--- src/rtl/fetch_mem_unit.sv ---
// fetch_mem_unit: instruction fetch plus single-port data access sequencer.
// Ports: clk/reset, mem_* memory bus, next_req/br_* fetch control,
// ld_req/st_req/dat_addr/st_data data access, halt, ir/ir_valid,
// ld_data/dat_done, pc, err. Optional wait timeout: FMU_TIMEOUT_EN.
module fetch_mem_unit #(
  parameter int ADDR_W      = 9,
  parameter int DATA_W      = 16,
  parameter int RESET_PC    = 0,
  parameter int TIMEOUT_CYC = 15
) (
  input  logic              clk,
  input  logic              reset,
  output logic [1:0]        mem_cmd,
  output logic [ADDR_W-1:0] mem_addr,
  output logic [DATA_W-1:0] mem_wdata,
  input  logic [DATA_W-1:0] mem_rdata,
  input  logic              mem_ready,
  input  logic              next_req,
  input  logic              br_take,
  input  logic [ADDR_W-1:0] br_target,
  input  logic              ld_req,
  input  logic              st_req,
  input  logic [ADDR_W-1:0] dat_addr,
  input  logic [DATA_W-1:0] st_data,
  input  logic              halt,
  output logic [DATA_W-1:0] ir,
  output logic              ir_valid,
  output logic [DATA_W-1:0] ld_data,
  output logic              dat_done,
  output logic [ADDR_W-1:0] pc,
  output logic              err
);

  localparam logic [1:0] CMD_NONE  = 2'b00;
  localparam logic [1:0] CMD_READ  = 2'b01;
  localparam logic [1:0] CMD_WRITE = 2'b10;

  typedef enum logic [1:0] {
    S_FETCH,
    S_EXEC,
    S_DATA,
    S_HALT
  } state_t;

  state_t              state;
  logic [ADDR_W-1:0]   lat_addr;
  logic [DATA_W-1:0]   lat_data;
  logic                lat_wr;

`ifdef FMU_TIMEOUT_EN
  localparam int CW = $clog2(TIMEOUT_CYC + 1);
  logic [CW-1:0] wcnt;
  logic          err_q;
  assign err = err_q;
`else
  logic unused_cfg;
  assign unused_cfg = ^TIMEOUT_CYC;
  assign err = 1'b0;
`endif

  always_comb begin
    mem_cmd   = CMD_NONE;
    mem_addr  = pc;
    mem_wdata = lat_data;
    unique case (state)
      S_FETCH: mem_cmd = CMD_READ;
      S_DATA: begin
        mem_cmd  = lat_wr ? CMD_WRITE : CMD_READ;
        mem_addr = lat_addr;
      end
      default: mem_cmd = CMD_NONE;
    endcase
  end

  always_ff @(posedge clk or posedge reset) begin
    if (reset) begin
      state    <= S_FETCH;
      pc       <= ADDR_W'(RESET_PC);
      ir       <= '0;
      ir_valid <= 1'b0;
      ld_data  <= '0;
      dat_done <= 1'b0;
      lat_addr <= '0;
      lat_data <= '0;
      lat_wr   <= 1'b0;
`ifdef FMU_TIMEOUT_EN
      wcnt     <= '0;
      err_q    <= 1'b0;
`endif
    end else begin
      dat_done <= 1'b0;
`ifdef FMU_TIMEOUT_EN
      // Cleared unless a wait cycle below extends the run.
      wcnt     <= '0;
`endif
      unique case (state)
        S_FETCH: begin
          if (mem_ready) begin
            ir       <= mem_rdata;
            pc       <= pc + ADDR_W'(1);
            ir_valid <= 1'b1;
            state    <= S_EXEC;
          end else begin
`ifdef FMU_TIMEOUT_EN
            if (wcnt == CW'(TIMEOUT_CYC - 1)) begin
              err_q <= 1'b1;
              state <= S_HALT;
            end else begin
              wcnt <= wcnt + CW'(1);
            end
`endif
          end
        end
        S_EXEC: begin
          if (halt) begin
            ir_valid <= 1'b0;
            state    <= S_HALT;
          end else if (ld_req || st_req) begin
            // Load wins a simultaneous load/store.
            lat_addr <= dat_addr;
            lat_data <= st_data;
            lat_wr   <= ~ld_req;
            state    <= S_DATA;
          end else if (next_req) begin
            pc       <= br_take ? br_target : pc;
            ir_valid <= 1'b0;
            state    <= S_FETCH;
          end
        end
        S_DATA: begin
          if (mem_ready) begin
            dat_done <= 1'b1;
            if (!lat_wr) ld_data <= mem_rdata;
            state    <= S_EXEC;
          end else begin
`ifdef FMU_TIMEOUT_EN
            if (wcnt == CW'(TIMEOUT_CYC - 1)) begin
              err_q    <= 1'b1;
              ir_valid <= 1'b0;
              state    <= S_HALT;
            end else begin
              wcnt <= wcnt + CW'(1);
            end
`endif
          end
        end
        default: begin
          ir_valid <= 1'b0;
          state    <= S_HALT;
        end
      endcase
    end
  end

endmodule

--- config.mk ---
export PLATFORM = sky130hd
export DESIGN_NAME = fetch_mem_unit
export DESIGN_NICKNAME = d
export VERILOG_FILES = /design/src/rtl/fetch_mem_unit.sv
export SDC_FILE = /design/constraint.sdc
export NUM_CORES = 1
export LEC_CHECK = 0
export BUFFER_PORTS_ARGS = -buffer_cell sky130_fd_sc_hd__buf_2
export CELL_PAD_IN_SITES_DETAIL_PLACEMENT = 0
export CELL_PAD_IN_SITES_GLOBAL_PLACEMENT = 1
export CORE_ASPECT_RATIO = 0.8
export CORE_UTILIZATION = 37
export DETAILED_ROUTE_END_ITERATION = 10
export PLACE_DENSITY = 0.84
export SKIP_CTS_REPAIR_TIMING = 1
export SYNTH_ARGS = -nofsm -noshare
export SYNTH_HDL_FRONTEND = slang
export SYNTH_SLANG_ARGS = --single-unit
--- constraint.sdc ---
create_clock -name clk -period 2.6 [get_ports clk]
set_input_delay 0.13 -clock clk [delete_from_list [all_inputs] [get_ports clk]]
set_output_delay 0.13 -clock clk [all_outputs]
set_load 0.005 [all_outputs]
After elaboration in Yosys (flattened, before gate mapping)
Index checks and enable logic that the tools add are counted. Widths: inputs -> output; s select.

$add $sub $neg: 1. Equality and inequality tests: 11. Multiplexer cells: 21. Bitwise gates (word level): 4. Reductions and logical operators: 10.

Operator list (number): $mux 9 (6); $pmux 9 s2 (1); $mux 2 (5); $ne 2x2->1 const B (5); $add 9x1->9 const B (1); $pmux 2 s2 (2); $mux 1 (6); $ne 3x3->1 const B (2); $reduce_and 3->1 (2); $reduce_and 6->1 (1); $ne 4x4->1 const B (1); $not 1->1 (4); $reduce_and 2->1 (2); $reduce_and 4->1 (1); $pmux 1 s3 (1); $eq 2x1->1 const B (1); $eq 2x2->1 const B (1); $logic_not 2->1 (1); $ne 2x1->1 const B (1); $reduce_bool 2->1 (1); $reduce_or 2->1 (1); $logic_or 1x1->1 (1).

Register bits: 71. Input bits: 58. Output and inout port bits: 71. Word-level logic and storage cells: 56.

Logic depth before layout (Yosys ltp)
Gate-level depths: netlist (run 1).

Word-level depth: 5. Gate-level depth with buffers: 7. Gate-level depth less buffers: 5.

Worst setup path before layout (run 1)
Ideal clock, no wire load.

Kind: register -> register. From: register state[1]. To: register lat_addr[0]. Library setup time: 0.125 ns. Data arrival time: 1.503 ns. Data required time: 2.475 ns. Setup slack: 0.972 ns. Stages on the path, launching flop included: 6. Buffers on the path: 2. Cells stage by stage: dfrtp_1 > buf_6 > nand2b_4 > nor3_4 > buf_6 > mux2_2.

Longest elaborated chain between the ends: 2.

Ends and longest elaborated chain: start, declared (RTL line 45) `state_t state;`; start signal, assigned (RTL line 77) `state <= S_FETCH;`; start signal, assigned (RTL line 102) `state <= S_EXEC;`; start signal, assigned (RTL line 117) `state <= S_HALT;`; $eq 2x1->1 (RTL line 96) `unique case (state)`; $reduce_and 3->1 (no line); end signal, assigned (RTL line 120) `lat_addr <= dat_addr;`; end, declared (RTL line 46) `logic [ADDR_W-1:0] lat_addr;`.

No other way between the ends. A chain may end at the register's enable or synchronous reset.

Final worst setup path (run 1)
From: register state[0]. To: register pc[7].

Longest elaborated chain between the ends: 3. Elaborated cells between the ends (all ways): 10.

Ends and longest elaborated chain: $eq 2x1->1 or $logic_not 2->1 (tied branches) (RTL line 96); $ne 2x2->1 (no line) or $reduce_bool 2->1 (tied branches); $reduce_and 6->1 (no line); end signal, assigned (RTL line 78) `pc <= ADDR_W'(RESET_PC);`; end signal, assigned (RTL line 100) `pc <= pc + ADDR_W'(1);`; end signal, assigned (RTL line 125) `pc <= br_take ? br_target : pc;`; end, declared (RTL line 30) `output logic [ADDR_W-1:0] pc,`.

Several ways; a longest one is shown, not always the timed one.

==> key figures, run 1 <==
Logic synthesis
  • Syn Std Cell Area: 3130 µm²
  • Average cell area after synthesis: 13.8 µm²
  • Top cells by count, synth: dfrtp_1, mux2_2, a21oi_1
  • Cell taking the most area after synthesis: dfrtp_1
  • Post-synth top area share: 56.8%
  • Area contributors post-synth: dfrtp_1, mux2_2, mux2_4
  • Most frequent cell after synthesis: dfrtp_1
  • Ys Warns: 0
  • Synth Register Bits: 71
  • Seq/Total Area, Yosys: 56.8%
  • Cells after synthesis: 227
  • Async S/R FF share, synth: 100%
  • Post-Syn Nets: 286
  • Post-synthesis cell type count: 33
  • Top_reg_cell synth: dfrtp_1
  • EDFF count, synth: 0

Timing
  • Fmax: 0.513 GHz
  • Slew headroom: 49.5%
  • Final setup vio count: 0
  • Final setup skew: 0.00806 ns
  • Hold Fails Final Rpt: 0
  • RSZ-0062 raised after global routing: false
  • Final Cycle Share: 75.0%
  • Worst Max-Slew Pin Slew: 0.757 ns
  • Setup TNS: 0 ns
  • Min Tclk post-route: 1.95 ns
  • Pins Over Slew Limit: 0

Die
  • Die area: 8830 µm²
  • Rows: 29
  • Height of the chip: 84.3 µm
  • Initial core utilization: 38.8%
  • Die X: 105 µm
  • # IOs: 129
  • Core area: 8060 µm²

Clock network
  • Max clock buf depth: 2
  • Cts bufs inserted: 9
  • CTS Root Cell: clkbuf_8
  • Reg clk slew, reported paths: 0.08 ns
  • Clock Sink Count: 71
  • H-tree depth: 3
  • Worst skew pair latency: 0.34 ns
  • CTS tree: yes

Drt
  • Drt first pass iters: 4
  • Post-route ant nets: 0
  • Vias per cell: 4.80
  • Routed vias: 2272
  • Drt initial violations: 85
  • Post-Route WL: 7010 µm
  • Wirelength per Cell: 14.8 µm
  • # DRC: 0

Critical path
  • Worst Path Arrival: 2.21 ns
  • CP Launch Type: flop
  • Setup CP Type: reg2reg
  • CP most frequent cell: a21oi_1
  • CP max-delay cell: dfrtp_1
  • CP Capture Type: flop
  • Required time of the critical path: 2.86 ns
  • Largest fanout on the critical path: 18
  • Max incr delay on CP: 0.62 ns
  • Cell Chain, Critical Path: nor3b_1 > a41o_1 > a21oi_1 > a21oi_1

Global routing
  • GRT Total Usage: 16.8%
  • Global-route wire length before repair: 11600 µm
  • Grt total ovfl: 0
  • Initial antenna violation count: 0
  • Largest net degree at the start of global routing: 39
  • Number of global-route vias before repair: 2338

Cells and area
  • Synth-to-Final Area Change: 30.7%
  • Proportion of layout cells with a drive suffix above 1: 60.3%
  • Multi-input logic area: 1220 µm²
  • FF+latch area: 1780 µm²
  • Fillers: 732
  • Nets: 419
  • Antenna cells: 0

Job
  • Total of max-cap violations: 0

Pwr
  • Pwr dens: 707 nW/µm²
  • Leakage: 2.12 nW
  • PnR Total Power: 2.89 mW
  • Maximum vdd drop: 0.293 mV

Min path
  • Min-delay worst type: in2reg

Placement
  • GP Congestion: 0.746
  • I/O Buffers: 127
  • DP HPWL: 5120 µm

Run status
  • Status: finished clean
power breakdown:
part,internal (mW),switching (mW),total [mW]
sequential,1.29,0.113,1.41
combinational,0.308,0.185,0.493
clock,0.550,0.442,0.991
state kept, by name, summed over array words and instances (netlist names):
| signal | count |
|---|---|
| ld_data | 16 |
| pc | 9 |
| dat_done | 1 |
| state | 2 |
| ir | 16 |
| lat_addr | 9 |
| ir_valid | 1 |
| mem_wdata | 16 |
| lat_wr | 1 |
metal layers:
| layer | wire, µm | track usage (%) | vias to the layer above | part of all wire, % |
|---|---|---|---|---|
| met2 | 3280 | 27.2 | 96 | 47 |
| met3 | 495 | 5.36 | 11 | 7.1 |
| met1 | 3130 | 21.4 | 1083 | 45 |
| met5 | 0 | 0 | - | 0 |
| met4 | 106 | 5.89 | 0 | 1.5 |
| li1 | - | - | 1082 | - |
layout make-up:
cell class	count	area share, %
clock buffer	9	3.03
timing repair buffer	135	17.5
tap	108	3.30
inverter	3	0.275
multi-input combinational	140	29.9
sequential	71	43.5
clock inverter	7	2.51
placed cells by master, fill, tap and decap left out, types with 2 or more instances in the layout:
cell type        n
buf_2          127
dfrtp_1         71
mux2_2          55
a21oi_1         19
o21ai_0         10
mux2_4          10
clkbuf_8         9
nand2_1          8
nand3_1          6
nor2_1           5
o22ai_1          4
buf_4            4
nor3_1           3
dlygate4sd3_1    3
nand4_1          2
inv_1            2
nor2b_4          2
inv_6            2
clkinv_4         2
bufinv_16        2
per-stage QoR:
stage | setup WS, ns | hold slack [ns] | util [%] | instance area (µm²) | instances
2_1_floorplan | 0.673 | 0.215 | - | 3130 | 227
5_1_grt | 0.507 | 0.00114 | 50.8 | 4090 | 473
6_report | 0.649 | 0.0148 | 50.8 | 4090 | 473
3_5_place_dp | 0.656 | 0.302 | 47.6 | 3830 | 454
4_1_cts | 0.635 | -0.0828 | 50.4 | 4060 | 470
3_3_place_gp | 0.706 | 0.304 | 47.6 | 3830 | 454
path summary, 6_finish.rpt:
path                                            from                        end  slack, ns  cells past startpoint
min in group asynchronous                      reset  mem_wdata[14]$_DFFE_PP0P_       0.47                      3
max in group asynchronous                      reset     ld_data[4]$_DFFE_PP0P_       1.46                      4
worst max register to register  state[0]$_DFFE_PP0P_          pc[7]$_DFFE_PP0P_       0.65                      4
worst min register to register     ir[2]$_DFFE_PP0P_          ir[2]$_DFFE_PP0P_       0.50                      1
worst max-delay path            state[0]$_DFFE_PP0P_          pc[7]$_DFFE_PP0P_       0.65                      4
worst min-delay path                      st_data[7]   mem_wdata[7]$_DFFE_PP0P_       0.01                      2
kinds of logic after synthesis:
| kind of cell | synth area share (%) |
|---|---|
| adder cells (fa/ha/maj) | 0.400 |
| buffers and inverters | 4.12 |
| AND/OR/NAND/NOR | 7.16 |
| other | 0.120 |
| AO/OA/AOI/OAI | 6.52 |
| flip-flops | 56.8 |
| multiplexers | 24.9 |
worst max-delay path, delay by kind of cell, from the launching register on:
family	cells	cell delay [ns]
AOI/OAI and AO/OA	3	0.91
and+or+nand+nor	1	0.34
DFF	1	0.62
Power figures use the tool's default switching activity.
==> run 2: changes to the inputs <==
==> constraint.sdc (replaced) <==
create_clock -name clk -period 1.9 [get_ports clk]
set_input_delay 0.095 -clock clk [delete_from_list [all_inputs] [get_ports clk]]
set_output_delay 0.095 -clock clk [all_outputs]
set_load 0.005 [all_outputs]
==> run 2 against run 1 <==
Worst setup slack lost 0.53 ns. Via count grew 8.1%. Sequential share of layout area shrank 4.2 points. Global-route usage grew 0.31 points. Non-clock buffer count grew 40. The run now ends with negative hold slack left.
==> key figures, run 2 (same netlist as run 1, synthesis figures left out) <==
Run status
  • Status: finished with violations
  • Failing checks: negative hold slack

Critical path
  • Crit path max-delay family: flip-flops
  • Cell Chain, Critical Path: nor2b_4 > buf_4 > mux2_2 > buf_2
  • Max incr delay on CP: 0.51 ns (-0.11 ns)
  • Worst Path Arrival: 1.68 ns (-0.53 ns)
  • CP Capture Type: output port
  • CP max-delay cell: dfrtp_2
  • Worst Path Buf+Inv: 2 (+2)
  • Setup CP Type: reg2out
  • Largest fanout on the critical path: 11 (-7)
  • Required time of the critical path: 1.80 ns (-1.06 ns)
  • Reg2reg setup slack: 0.32 ns (-0.33 ns)
  • CP Launch Type: flop

Drt
  • Vias per cell: 4.79 (-0.33%)
  • Post-route ant nets: 0 (unchanged)
  • Metal1 wirelength: 3320 µm (+6.1%)
  • # DRC: 0 (unchanged)
  • DR WL met3: 427 µm (-14%)
  • Top Metal Used: met4
  • Drt initial violations: 59 (-31%)
  • Wirelength per Cell: 14.9 µm (+0.44%)
  • Routed vias: 2456 (+8.1%)
  • Post-Route WL: 7640 µm (+8.9%)
  • WL met2: 3770 µm (+15%)
  • Drt first pass iters: 4 (unchanged)

Cells and area
  • Proportion of layout cells with a drive suffix above 1: 55.3% (-5.0 points)
  • Antenna cells: 0 (unchanged)
  • Most frequent cells in the layout: buf_2, dfrtp_1, mux2_2
  • Final Core Density: 56.2% (+5.5 points)
  • Finished Layout Cells: 513 (+8.5%)
  • Fillers: 715 (-2.3%)
  • Nets: 459 (+9.5%)
  • Synth-to-Final Area Change: 44.8%
  • Most common cell after layout, fill and taps aside: buf_2

Die
  • Initial core utilization: 38.8% (unchanged)
  • Rows: 29 (unchanged)
  • Die X: 105 µm (unchanged)
  • # IOs: 129 (unchanged)
  • Core area: 8060 µm² (unchanged)
  • Die area: 8830 µm² (unchanged)
  • Height of the chip: 84.3 µm (unchanged)

Clock network
  • CTS tree: yes
  • H-tree depth: 3 (unchanged)
  • Reg clk slew, reported paths: 0.08 ns (about the same)
  • Worst skew pair latency: 0.35 ns (about the same)
  • Cts bufs inserted: 9 (unchanged)
  • CTS Root Cell: clkbuf_8
  • Clock Sink Count: 71 (unchanged)
  • Max clock buf depth: 2 (unchanged)

Pwr
  • Maximum vdd drop: 0.441 mV (+50%)
  • Pwr dens: 922 nW/µm² (+30%)
  • Leakage: 2.31 nW (+8.9%)
  • PnR Total Power: 4.18 mW (+45%)

Timing
  • Pins Over Slew Limit: 0 (unchanged)
  • Final setup vio count: 0 (unchanged)
  • Final Cycle Share: 93.5%
  • Min Tclk post-route: 1.78 ns
  • WHS: -0.00177 ns (-0.0166 ns)
  • Setup TNS: 0 ns (unchanged)
  • Final setup skew: 0.00725 ns (-0.000815 ns)
  • Slew headroom: 52.3% (+2.9 points)
  • Worst Max-Slew Pin Slew: 0.714 ns (-0.0429 ns)
  • RSZ-0062 raised after global routing: false
  • Hold Fails Final Rpt: 1 (+1)
  • Fmax: 0.563 GHz

Global routing
  • Number of global-route vias before repair: 2326 (-0.51%)
  • GRT Total Usage: 17.1% (+0.31 points)
  • Global-route wire length before repair: 11700 µm (+0.90%)
  • Largest net degree at the start of global routing: 40 (+2.6%)
  • Initial antenna violation count: 0 (unchanged)
  • Grt total ovfl: 0 (unchanged)

Placement
  • DP HPWL: 5100 µm (-0.41%)
  • GP Congestion: 0.753 (+0.83%)
  • DP Cell Count: 457 (+0.66%)
  • I/O Buffers: 127 (unchanged)

Min path
  • Min-delay worst type: in2reg

Job
  • Total of max-cap violations: 0 (unchanged)
==> run 2: per-layer routing <==
| layer | GRT usage [%] | up-vias |
|---|---|---|
| met4 | 6.79 | 0 |
| met2 | 28.1 | 93 |
| li1 | - | 1165 |
| met5 | 0 | - |
| met3 | 4.50 | 11 |
| met1 | 21.7 | 1187 |
==> run 2: final cells by class <==
cell class	instances	area, µm²	area share (%)
clock buffer	9	124	2.73
clock inverter	7	125	2.76
inverter	3	11.3	0.249
multi-input combinational	140	1220	27.0
sequential	71	1780	39.2
tap	108	135	2.98
timing repair buffer	175	1130	25.0
==> run 2: where the power goes <==
part	leakage, nW	switching [mW]	internal [mW]
registers	0.904	0.162	1.77
logic	1.28	0.270	0.472
clock network	0.125	0.614	0.891
total	2.31	1.05	3.13
==> run 2: worst paths after layout <==
check / from / to / cells after the start
setup / recovery: state[0]$_DFFE_PP0P_ / mem_addr[4] / 4
hold / removal: ld_req / lat_wr$_DFFE_PP0P_ / 2
setup reg to reg: state[0]$_DFFE_PP0P_ / ld_data[10]$_DFFE_PP0P_ / 5
hold reg to reg: ir[3]$_DFFE_PP0P_ / ir[3]$_DFFE_PP0P_ / 1
max in group asynchronous: reset / ir[7]$_DFFE_PP0P_ / 4
min in group asynchronous: reset / mem_wdata[14]$_DFFE_PP0P_ / 3
==> run 2: per-stage QoR <==
step                hold WS, ns  worst slack [ns]  cell area (µm²)
floorplan                 0.180           0.00843             3130
global placement          0.246             0.311             3880
detailed placement        0.264             0.255             3880
finish                 -0.00177             0.123             4530
global route            0.00381            0.0505             4530
CTS                      -0.118            0.0298             4130
==> run 3: changes to the inputs <==
==> constraint.sdc (replaced) <==
create_clock -name clk -period 2 [get_ports clk]
set_input_delay 0.1 -clock clk [delete_from_list [all_inputs] [get_ports clk]]
set_output_delay 0.1 -clock clk [all_outputs]
set_load 0.005 [all_outputs]
==> run 3 against run 2 <==
The run now ends clean. Critical path depth unchanged. Count of clock-buffer cells in the layout increased by 1. Highest routed layer unchanged. Critical endpoint is now mem_addr[7]. Via count decreased by 0.33%. Clock power decreased by 16%. Final cell count decreased by 0.78%. Flip-flop and latch count unchanged. First-iteration DRC count increased by 44%.
==> key figures, run 3 (same netlist as run 1, synthesis figures left out) <==
Critical path
  • CP Launch Type: flop
  • Setup CP Type: reg2out
  • Max incr delay on CP: 0.54 ns (+0.03 ns)
  • CP max-delay cell: dfrtp_1
  • CP Capture Type: output port
  • Worst Path Arrival: 1.74 ns (+0.06 ns)
  • Cell Chain, Critical Path: nor2b_4 > buf_4 > mux2_2 > buf_2
  • Largest fanout on the critical path: 11 (unchanged)
  • Required time of the critical path: 1.90 ns (+0.10 ns)

Clock network
  • Worst skew pair latency: 0.33 ns (-0.02 ns)
  • Max clock buf depth: 2 (unchanged)
  • Clock Sink Count: 71 (unchanged)
  • CTS Root Cell: clkbuf_8
  • H-tree depth: 3 (unchanged)
  • Reg clk slew, reported paths: 0.08 ns (about the same)
  • Cts bufs inserted: 9 (unchanged)
  • CTS tree: yes

Timing
  • Final Cycle Share: 92.0%
  • Setup TNS: 0 ns (unchanged)
  • Fmax: 0.544 GHz
  • Min Tclk post-route: 1.84 ns
  • Hold Fails Final Rpt: 0 (-1)
  • RSZ-0062 raised after global routing: false
  • Slew headroom: 51.3% (-1.0 points)
  • Final setup skew: 0.00803 ns (+0.000786 ns)
  • Pins Over Slew Limit: 0 (unchanged)
  • Final setup vio count: 0 (unchanged)
  • Worst Max-Slew Pin Slew: 0.729 ns (+0.0154 ns)

Die
  • Height of the chip: 84.3 µm (unchanged)
  • Die area: 8830 µm² (unchanged)
  • Core area: 8060 µm² (unchanged)
  • Die X: 105 µm (unchanged)
  • Rows: 29 (unchanged)
  • Initial core utilization: 38.8% (unchanged)
  • # IOs: 129 (unchanged)

Pwr
  • Psw: 953 µW (-8.9%)
  • Switching share of power: 25.2% (+0.13 points)
  • Pwr dens: 848 nW/µm² (-8.0%)
  • Maximum vdd drop: 0.417 mV (-5.2%)
  • Internal cell power: 2.83 mW (-9.5%)
  • Gate power share: 18.2% (+0.4 points)
  • Leakage: 2.27 nW (-1.7%)
  • Fraction of power consumed by sequential logic: 48.4% (+2.2 points)
  • Clock share of power: 33.3% (-2.7 points)

Cells and area
  • Finished Layout Cells: 509 (-0.78%)
  • Antenna cells: 0 (unchanged)
  • Synth-to-Final Area Change: 42.7%
  • Most common cell after layout, fill and taps aside: buf_2
  • Most frequent cells in the layout: buf_2, dfrtp_1, mux2_2
  • Proportion of layout cells with a drive suffix above 1: 55.4% (about the same)
  • Nets: 455 (-0.87%)

Global routing
  • Initial antenna violation count: 0 (unchanged)
  • GRT Total Usage: 16.6% (-0.53 points)
  • Grt total ovfl: 0 (unchanged)
  • Global-route wire length before repair: 11500 µm (-1.4%)
  • Number of global-route vias before repair: 2341 (+0.64%)
  • Largest net degree at the start of global routing: 40 (unchanged)

Placement
  • GP Congestion: 0.800 (+6.2%)
  • I/O Buffers: 127 (unchanged)
  • DP HPWL: 4970 µm (-2.5%)
  • DP Cell Count: 456 (-0.22%)

Drt
  • Post-route ant nets: 0 (unchanged)
  • Vias per cell: 4.81 (+0.46%)
  • # DRC: 0 (unchanged)
  • Drt initial violations: 85 (+44%)
  • Drt first pass iters: 4 (unchanged)
  • Routed vias: 2448 (-0.33%)
  • Wirelength per Cell: 14.5 µm (-2.3%)
  • Post-Route WL: 7410 µm (-3.0%)

Min path
  • Min-delay worst type: in2reg

Job
  • Total of max-cap violations: 0 (unchanged)

Run status
  • Status: finished clean
## run 3: metrics by stage
| stage | hold WS, ns | utilization (%) | worst slack [ns] | area, µm² | total power, mW |
|---|---|---|---|---|---|
| 3_3_place_gp | 0.254 | 48.1 | 0.362 | 3870 | 2.47 |
| 3_5_place_dp | 0.263 | 48.1 | 0.326 | 3870 | 2.50 |
| 5_1_grt | 0.000803 | 55.4 | 0.0514 | 4460 | 4.01 |
| 2_1_floorplan | 0.185 | - | 0.103 | 3130 | 2.15 |
| 4_1_cts | -0.117 | 50.8 | 0.0709 | 4090 | 3.79 |
| 6_report | 0.0101 | 55.4 | 0.160 | 4460 | 3.79 |
## run 3: cell type report
class | count | area [µm²]
flip-flops and latches | 71 | 1780
clock inverters | 6 | 92.6
repair buffers | 171 | 1100
well taps | 108 | 135
multi-input cells | 140 | 1220
fillers | 710 | 3590
inverters | 3 | 11.3
clock buffers | 10 | 128
## run 3: path summary, 6_finish.rpt
kind                            slack [ns]               startpoint  cells after the start                   endpoint
worst max-delay path                  0.16     state[0]$_DFFE_PP0P_                      4                mem_addr[7]
worst min-delay path                  0.01            mem_rdata[11]                      2    ld_data[11]$_DFFE_PP0P_
worst max register to register        0.33     state[0]$_DFFE_PP0P_                      5          pc[7]$_DFFE_PP0P_
worst min register to register        0.51  lat_addr[4]$_DFFE_PP0P_                      1    lat_addr[4]$_DFFE_PP0P_
max in group asynchronous             0.88                    reset                      4     ld_data[7]$_DFFE_PP0P_
min in group asynchronous             0.44                    reset                      3  mem_wdata[14]$_DFFE_PP0P_
## run 3: power by group through the flow
stage                     logic [mW]  registers (mW)  clock network [mW]
after floorplan                0.295            1.85                   0
after global placement         0.622            1.85                   0
after detailed placement       0.640            1.86                   0
after CTS                      0.641            1.83                1.32
after global routing           0.761            1.87                1.38
final                          0.690            1.83                1.26
## run 3: layer usage
| metal | up-vias | global-route usage, % | routed length (µm) |
|---|---|---|---|
| met1 | 1180 | 21.1 | 3280 |
| met3 | 10 | 5.28 | 437 |
| met2 | 97 | 27.2 | 3620 |
| met4 | 0 | 4.99 | 69 |
| met5 | - | 0 | 0 |
| li1 | 1161 | - | - |
## run 3: worst max-delay path, delay by kind of cell (launching register included)
kind	cells	cell delay (ns)
flip-flops	1	0.54
multiplexers	1	0.35
buffers and inverters	2	0.34
AND/OR/NAND/NOR	1	0.17
